$ cat config.mk
export PLATFORM = sky130hd
export DESIGN_NAME = vc_buffer_flat
export DESIGN_NICKNAME = d
export VERILOG_FILES = /design/src/rtl/vc_buffer_if.sv /design/src/rtl/vc_buffer.sv /design/src/flat_wrapper.sv
export SDC_FILE = /design/constraint.sdc
export NUM_CORES = 1
export LEC_CHECK = 0
export BUFFER_PORTS_ARGS = -buffer_cell sky130_fd_sc_hd__buf_2
export CELL_PAD_IN_SITES_DETAIL_PLACEMENT = 0
export CELL_PAD_IN_SITES_GLOBAL_PLACEMENT = 2
export CORE_MARGIN = 4
export CORE_UTILIZATION = 44
export CTS_BUF_LIST = sky130_fd_sc_hd__clkbuf_2 sky130_fd_sc_hd__clkbuf_4 sky130_fd_sc_hd__clkbuf_8
export DETAILED_ROUTE_END_ITERATION = 12
export PLACE_DENSITY = 0.91
export SYNTH_ARGS = -nofsm -noshare
export SYNTH_HDL_FRONTEND = slang
export SYNTH_SLANG_ARGS = --single-unit
$ cat constraint.sdc
create_clock -name CLK -period 3.09 [get_ports CLK]
set_clock_uncertainty 0.15 [all_clocks]
set_input_delay 0.1545 -clock CLK [delete_from_list [all_inputs] [get_ports CLK]]
set_output_delay 0.1545 -clock CLK [all_outputs]
set_load 0.005 [all_outputs]
$ cat src/rtl/vc_buffer_if.sv
// Handshake/status bundle between a router input port and its vc_buffer.
// Defining VC_BUF_ALMOST_FULL_EN adds the AFULL status vector.
interface vc_buffer_if #(
    parameter int unsigned WIDTH  = 8,
    parameter int unsigned DEPTH  = 16,
    parameter int unsigned NUM_VC = 4,
    parameter int unsigned VC_W   = (NUM_VC > 1) ? $clog2(NUM_VC) : 1,
    parameter int unsigned ADDR_W = $clog2(DEPTH)
);
    logic                         WR_EN;
    logic [VC_W-1:0]              WR_VC;
    logic [WIDTH-1:0]             WR_DATA;
    logic                         RD_EN;
    logic [VC_W-1:0]              RD_VC;
    logic [WIDTH-1:0]             RD_DATA;
    logic                         RD_VALID;
    logic [NUM_VC-1:0]            FULL;
    logic [NUM_VC-1:0]            EMPTY;
    logic [NUM_VC*(ADDR_W+1)-1:0] COUNT;
    logic                         WR_ERR;
    logic                         RD_ERR;
`ifdef VC_BUF_ALMOST_FULL_EN
    logic [NUM_VC-1:0]            AFULL;
`endif

    modport master (
        output WR_EN, WR_VC, WR_DATA, RD_EN, RD_VC,
        input  RD_DATA, RD_VALID, FULL, EMPTY, COUNT, WR_ERR, RD_ERR
`ifdef VC_BUF_ALMOST_FULL_EN
        , input AFULL
`endif
    );

    modport slave (
        input  WR_EN, WR_VC, WR_DATA, RD_EN, RD_VC,
        output RD_DATA, RD_VALID, FULL, EMPTY, COUNT, WR_ERR, RD_ERR
`ifdef VC_BUF_ALMOST_FULL_EN
        , output AFULL
`endif
    );
endinterface

$ cat src/rtl/vc_buffer.sv
// Multi-VC synchronous FIFO: NUM_VC queues share one storage array, read data registered.
// Define VC_BUF_ALMOST_FULL_EN to add AFULL_THR and the per-VC AFULL output.
module vc_buffer #(
    parameter int unsigned WIDTH  = 8,
    parameter int unsigned DEPTH  = 16,
    parameter int unsigned NUM_VC = 4,
    parameter int unsigned VC_W   = (NUM_VC > 1) ? $clog2(NUM_VC) : 1,
    parameter int unsigned ADDR_W = $clog2(DEPTH)
`ifdef VC_BUF_ALMOST_FULL_EN
    ,
    parameter int unsigned AFULL_THR = DEPTH - 2
`endif
) (
    input logic        CLK,
    input logic        RSTn,
    vc_buffer_if.slave bus
);
    localparam int unsigned PW = ADDR_W + 1;
    localparam int unsigned MW = NUM_VC * DEPTH;

    logic [PW-1:0]        wptr_q [NUM_VC];
    logic [PW-1:0]        rptr_q [NUM_VC];
    logic [WIDTH-1:0]     mem_q  [MW];
    logic [NUM_VC-1:0]    full;
    logic [NUM_VC-1:0]    empty;
    logic [NUM_VC*PW-1:0] count;

    logic [PW-1:0]          wptr_sel, rptr_sel;
    logic                   full_sel, empty_sel;
    logic                   wr_vc_ok, rd_vc_ok;
    logic                   wr_ok, rd_ok;
    logic [VC_W+ADDR_W-1:0] waddr, raddr;

    logic [WIDTH-1:0] rd_data_q;
    logic             rd_valid_q, wr_err_q, rd_err_q;

    always_comb begin
        full  = '0;
        empty = '0;
        count = '0;
        for (int v = 0; v < NUM_VC; v++) begin
            empty[v] = (wptr_q[v] == rptr_q[v]);
            full[v]  = (wptr_q[v][ADDR_W] != rptr_q[v][ADDR_W]) &&
                       (wptr_q[v][ADDR_W-1:0] == rptr_q[v][ADDR_W-1:0]);
            count[v*PW +: PW] = wptr_q[v] - rptr_q[v];
        end
    end

    // A VC select with no matching channel leaves *_vc_ok low, so it is rejected.
    always_comb begin
        wptr_sel  = '0;
        rptr_sel  = '0;
        full_sel  = 1'b0;
        empty_sel = 1'b1;
        wr_vc_ok  = 1'b0;
        rd_vc_ok  = 1'b0;
        for (int v = 0; v < NUM_VC; v++) begin
            if (bus.WR_VC == VC_W'(v)) begin
                wptr_sel = wptr_q[v];
                full_sel = full[v];
                wr_vc_ok = 1'b1;
            end
            if (bus.RD_VC == VC_W'(v)) begin
                rptr_sel  = rptr_q[v];
                empty_sel = empty[v];
                rd_vc_ok  = 1'b1;
            end
        end
    end

    assign wr_ok = bus.WR_EN && wr_vc_ok && !full_sel;
    assign rd_ok = bus.RD_EN && rd_vc_ok && !empty_sel;
    assign waddr = {bus.WR_VC, wptr_sel[ADDR_W-1:0]};
    assign raddr = {bus.RD_VC, rptr_sel[ADDR_W-1:0]};

    always_ff @(posedge CLK) begin
        if (wr_ok) begin
            mem_q[waddr] <= bus.WR_DATA;
        end
    end

    always_ff @(posedge CLK or negedge RSTn) begin
        if (!RSTn) begin
            for (int v = 0; v < NUM_VC; v++) begin
                wptr_q[v] <= '0;
                rptr_q[v] <= '0;
            end
            rd_data_q  <= '0;
            rd_valid_q <= 1'b0;
            wr_err_q   <= 1'b0;
            rd_err_q   <= 1'b0;
        end else begin
            for (int v = 0; v < NUM_VC; v++) begin
                if (wr_ok && bus.WR_VC == VC_W'(v)) begin
                    wptr_q[v] <= wptr_q[v] + PW'(1);
                end
                if (rd_ok && bus.RD_VC == VC_W'(v)) begin
                    rptr_q[v] <= rptr_q[v] + PW'(1);
                end
            end
            if (rd_ok) begin
                rd_data_q <= mem_q[raddr];
            end
            rd_valid_q <= rd_ok;
            wr_err_q   <= bus.WR_EN && !wr_ok;
            rd_err_q   <= bus.RD_EN && !rd_ok;
        end
    end

    assign bus.RD_DATA  = rd_data_q;
    assign bus.RD_VALID = rd_valid_q;
    assign bus.WR_ERR   = wr_err_q;
    assign bus.RD_ERR   = rd_err_q;
    assign bus.FULL     = full;
    assign bus.EMPTY    = empty;
    assign bus.COUNT    = count;

`ifdef VC_BUF_ALMOST_FULL_EN
    logic [NUM_VC-1:0] afull;

    always_comb begin
        afull = '0;
        for (int v = 0; v < NUM_VC; v++) begin
            afull[v] = (32'(count[v*PW +: PW]) >= AFULL_THR);
        end
    end

    assign bus.AFULL = afull;
`endif
endmodule

$ cat src/flat_wrapper.sv
// flat-port wrapper written by rule: the top's interface ports become plain ports
module vc_buffer_flat 
#(
    parameter int unsigned WIDTH  = 8,
    parameter int unsigned DEPTH  = 16,
    parameter int unsigned NUM_VC = 4,
    parameter int unsigned VC_W   = (NUM_VC > 1) ? $clog2(NUM_VC) : 1,
    parameter int unsigned ADDR_W = $clog2(DEPTH)

)
  (CLK, RSTn, bus_WR_EN, bus_WR_VC, bus_WR_DATA, bus_RD_EN, bus_RD_VC, bus_RD_DATA, bus_RD_VALID, bus_FULL, bus_EMPTY, bus_COUNT, bus_WR_ERR, bus_RD_ERR);
  vc_buffer_if #(.WIDTH(WIDTH), .DEPTH(DEPTH), .NUM_VC(NUM_VC), .VC_W(VC_W), .ADDR_W(ADDR_W)) bus_i ();
  input logic CLK;
  input logic RSTn;
  input wire logic [$bits(bus_i.WR_EN)-1:0] bus_WR_EN;
  input wire logic [$bits(bus_i.WR_VC)-1:0] bus_WR_VC;
  input wire logic [$bits(bus_i.WR_DATA)-1:0] bus_WR_DATA;
  input wire logic [$bits(bus_i.RD_EN)-1:0] bus_RD_EN;
  input wire logic [$bits(bus_i.RD_VC)-1:0] bus_RD_VC;
  output wire logic [$bits(bus_i.RD_DATA)-1:0] bus_RD_DATA;
  output wire logic [$bits(bus_i.RD_VALID)-1:0] bus_RD_VALID;
  output wire logic [$bits(bus_i.FULL)-1:0] bus_FULL;
  output wire logic [$bits(bus_i.EMPTY)-1:0] bus_EMPTY;
  output wire logic [$bits(bus_i.COUNT)-1:0] bus_COUNT;
  output wire logic [$bits(bus_i.WR_ERR)-1:0] bus_WR_ERR;
  output wire logic [$bits(bus_i.RD_ERR)-1:0] bus_RD_ERR;
  assign bus_i.WR_EN = bus_WR_EN;
  assign bus_i.WR_VC = bus_WR_VC;
  assign bus_i.WR_DATA = bus_WR_DATA;
  assign bus_i.RD_EN = bus_RD_EN;
  assign bus_i.RD_VC = bus_RD_VC;
  assign bus_RD_DATA = bus_i.RD_DATA;
  assign bus_RD_VALID = bus_i.RD_VALID;
  assign bus_FULL = bus_i.FULL;
  assign bus_EMPTY = bus_i.EMPTY;
  assign bus_COUNT = bus_i.COUNT;
  assign bus_WR_ERR = bus_i.WR_ERR;
  assign bus_RD_ERR = bus_i.RD_ERR;
  vc_buffer #(.WIDTH(WIDTH), .DEPTH(DEPTH), .NUM_VC(NUM_VC), .VC_W(VC_W), .ADDR_W(ADDR_W)) u_core (.CLK(CLK), .RSTn(RSTn), .bus(bus_i));
endmodule
==> impl_metrics.env <==
export IMPL_status="complete, but fails checks"
export IMPL_violations="setup timing"
export IMPL_cts_buffers=92
export IMPL_reg2reg_depth=9
export IMPL_gp_congestion=0.901
export IMPL_ys_ff_latch=563
export IMPL_r2r_start="u_core.rptr_q[12]"
export IMPL_r2r_end="u_core.bus.RD_DATA[1]"
export IMPL_tns_ns=-0.00878
export IMPL_cap_violations=0
export IMPL_grt_setup_unrepaired="true"
export IMPL_antenna_found_initial=2
export IMPL_cp_data_required_time_ns=3.51
export IMPL_yosysTopAreaCell="edfxtp_1"
export IMPL_fin_crit_ns=3.10
export IMPL_numPortBuffers=54
export IMPL_finalHoldViolations=0
export IMPL_grt_max_degree=65
export IMPL_yosys_warnings=0
export IMPL_ys_seq_area_share_pct=70.9
export IMPL_setup_viol=2
export IMPL_cp_num_buf_inv=2
export IMPL_grt_total_usage_pct=22.7
export IMPL_synth_top_area_share_pct=65.5
export IMPL_min_to="u_core.mem_q[43][5]"
export IMPL_synthCells=1525
export IMPL_layout_setup_ws_ns=-0.00510
export IMPL_ys_flop_type="edfxtp_1"
export IMPL_die_h_um=239
export IMPL_leakagePower_nw=10.1
export IMPL_r2r_slack_ns=-0.005
export IMPL_drcViolationCount=0
export IMPL_path_clk_slew_ns=0.06
export IMPL_hold_slack_ns=0.0310
export IMPL_cts_root_buf="clkbuf_8"
export IMPL_worst_slew_pin_slew_ns=1.30
export IMPL_overflow=0
export IMPL_drv_slew=0
export IMPL_ys_top_cells_by_area="edfxtp_1, dfrtp_1, mux4_2"
export IMPL_path_cells="buf_4 -> mux4_2 -> buf_12 -> mux4_2 -> nand2_1 -> nand4_1 -> o21ai_1 -> a31oi_1 -> a211o_1"
export IMPL_diodes=0
export IMPL_num_rows=84
export IMPL_initial_core_util_pct=44.6
export IMPL_nets=1865
export IMPL_areaGrowthSynthToFinish_pct=20.5
export IMPL_cts_max_level=3
export IMPL_die_w_um=239
export IMPL_final_antenna_net_count=0
export IMPL_min_path_type="input pin to flip-flop"
export IMPL_fmax_ghz=0.323
export IMPL_dr_pass1_iters=6
export IMPL_grt_first_pass_wirelength_um=96600
export IMPL_pre_cts_ws_ns=-0.314
export IMPL_worstHoldStart="bus_WR_DATA[5]"
export IMPL_cp_start_kind="flip-flop"
export IMPL_wl_per_cell_um=25.3
export IMPL_io_pins=55
export IMPL_worst_slew_margin_rel_pct=13.1
export IMPL_synth_edf_count=512
export IMPL_critPathSlowestCell="mux4_2"
export IMPL_num_vias=15000
export IMPL_period_share_pct=100
export IMPL_clk_latency_ns=0.68
export IMPL_vias_per_cell=5.82
export IMPL_nFillCells=4149
export IMPL_vdd_drop_max_v=0.000491
export IMPL_endpoint_kind="flip-flop"
export IMPL_drive_gt1_share_pct=27.2
export IMPL_die_area_mm2=0.0571
export IMPL_ys_async_sr_fraction_pct=9.06
export IMPL_drt_iter0_markers=1724
export IMPL_syn_avg_cell_area_um2=15.4
export IMPL_syn_cell_area_mm2=0.0235
export IMPL_cpPeakStageDelay_ns=0.66
export IMPL_cts_tree="done"
export IMPL_totalWireLength_um=65200
export IMPL_power_density_mw_per_mm2=911
export IMPL_hold_depth=2
export IMPL_cts_sinks=563
export IMPL_syn_nets=1569
export IMPL_cp_data_arrival_time_ns=3.51
export IMPL_crit_type="flip-flop to flip-flop"
export IMPL_grt_pass1_vias=14900
export IMPL_crit_path_max_fanout=19
export IMPL_core_area_mm2=0.0527
export IMPL_hpwl_um=42500
export IMPL_cp_common_cell="mux4_2"
export IMPL_critical_path_top_delay_family="multiplexers"
export IMPL_synth_cell_types=53
export IMPL_cts_path_max_buffers=3
[layout make-up]
| cell class | instances | area, um^2 | area share (%) |
|---|---|---|---|
| clock inverter | 38 | 302 | 1.07 |
| inverter | 44 | 169 | 0.597 |
| sequential | 563 | 16700 | 58.9 |
| multi-input combinational | 842 | 6480 | 22.9 |
| tap | 688 | 861 | 3.04 |
| timing repair buffer | 278 | 2250 | 7.95 |
| clock buffer | 127 | 1570 | 5.54 |
[placed cells by master, fill, tap and decap left out, types with 5 or more instances in the layout]
master         count
edfxtp_1         512
buf_4            186
nand2_1          179
clkbuf_8          98
nor2_1            89
mux2i_1           62
a211oi_1          59
nor2b_1           58
mux4_2            56
buf_2             54
dfrtp_1           47
nand3_1           43
inv_1             42
xnor2_1           34
clkbuf_4          29
a31oi_1           26
ha_1              23
clkinv_1          21
nand4_1           20
buf_12            17
a21oi_1           15
nor3_1            13
dlygate4sd3_1     12
xor2_1            11
a21o_1            11
o21ai_0           10
o22ai_1           10
o2111ai_1          9
buf_6              8
nand2b_1           7
a2111oi_0          7
clkinv_2           7
mux2_2             6
a311oi_1           6
a22oi_1            6
nor2_2             5
and3_1             5
[per-stage QoR]
step | power, mW | area, um^2 | utilization (%) | cells
2_1_floorplan | 14.6 | 23500 | - | 1525
3_3_place_gp | 18.6 | 25900 | 49.2 | 2391
3_5_place_dp | 18.7 | 25900 | 49.2 | 2391
4_1_cts | 25.6 | 28100 | 53.4 | 2575
5_1_grt | 26.9 | 28300 | 53.7 | 2580
6_report | 25.8 | 28300 | 53.7 | 2580
[synth_stat cells, drive strengths merged (13+ instances only)]
master and instances:
inv 43, a21oi 16, buf 50, a211oi 63
clkbuf 28, nor2b 59, xnor2 34, ha 24
nor3 13, nor2 94, nand2 179, edfxtp 512
mux2i 66, mux4 56, nand4 20, dfrtp 51
a31oi 26, nand3 44, o21ai 13
[report_power, final]
part           switching [mW]  total [mW]  internal (mW)
combinational            5.76        10.0           4.25
clock                    2.94        6.57           3.63
sequential              0.367        9.18           8.81
total                    9.06        25.8           16.7
[repair_timing]
item | CTS | global route
cloned | 3 | 0
resized for setup | 16 | 34
hold buffers | 12 | 0
setup buffers | 4 | 5
hold endpoints to repair | 128 | 0
setup endpoints to repair | 8 | 281
pin swaps | 3 | 5
[kinds of logic (layout without fill, tap and decap cells)]
kind of cell,after synthesis,in the layout,synth area share (%)
AOI/OAI and AO/OA,202,202,6.33
xor gates and xnor gates,45,45,1.68
adders and majority gates,28,28,1.62
buffers and inverters,122,487,2.48
DFF,563,563,70.9
muxes,129,131,8.52
and+or+nand+nor,436,436,8.45
[state kept, by name, summed over array words and instances (netlist names)]
signal and cells:
u_core.bus.RD_VALID 1, u_core.bus.WR_ERR 1, u_core.rptr_q 20, u_core.bus.RD_DATA 8, u_core.wptr_q 20, u_core.mem_q 512
u_core.bus.RD_ERR 1
[layer usage]
metal | vias to the layer above | global-route usage (%) | part of all wire, %
li1 | 6478 | - | -
met1 | 7618 | 32.3 | 41
met5 | - | 0 | 0
met3 | 119 | 5.13 | 10
met4 | 0 | 6.31 | 2.4
met2 | 789 | 35.7 | 46
[worst max path at each step]
stage | start | end | slack, ns | cells past startpoint
after floorplan | u_core.rptr_q[18] | u_core.mem_q[23][0] | -0.004 | 10
after global placement | u_core.rptr_q[1] | u_core.bus.RD_DATA[7] | -0.25 | 8
after detailed placement | u_core.rptr_q[6] | u_core.bus.RD_DATA[7] | -0.31 | 8
after CTS | u_core.rptr_q[5] | u_core.bus.RD_DATA[6] | 0.006 | 7
after global routing | u_core.rptr_q[6] | u_core.bus.RD_DATA[7] | -0.11 | 8
final | u_core.rptr_q[12] | u_core.bus.RD_DATA[1] | -0.005 | 9
(Power assumes the default switching activity.)
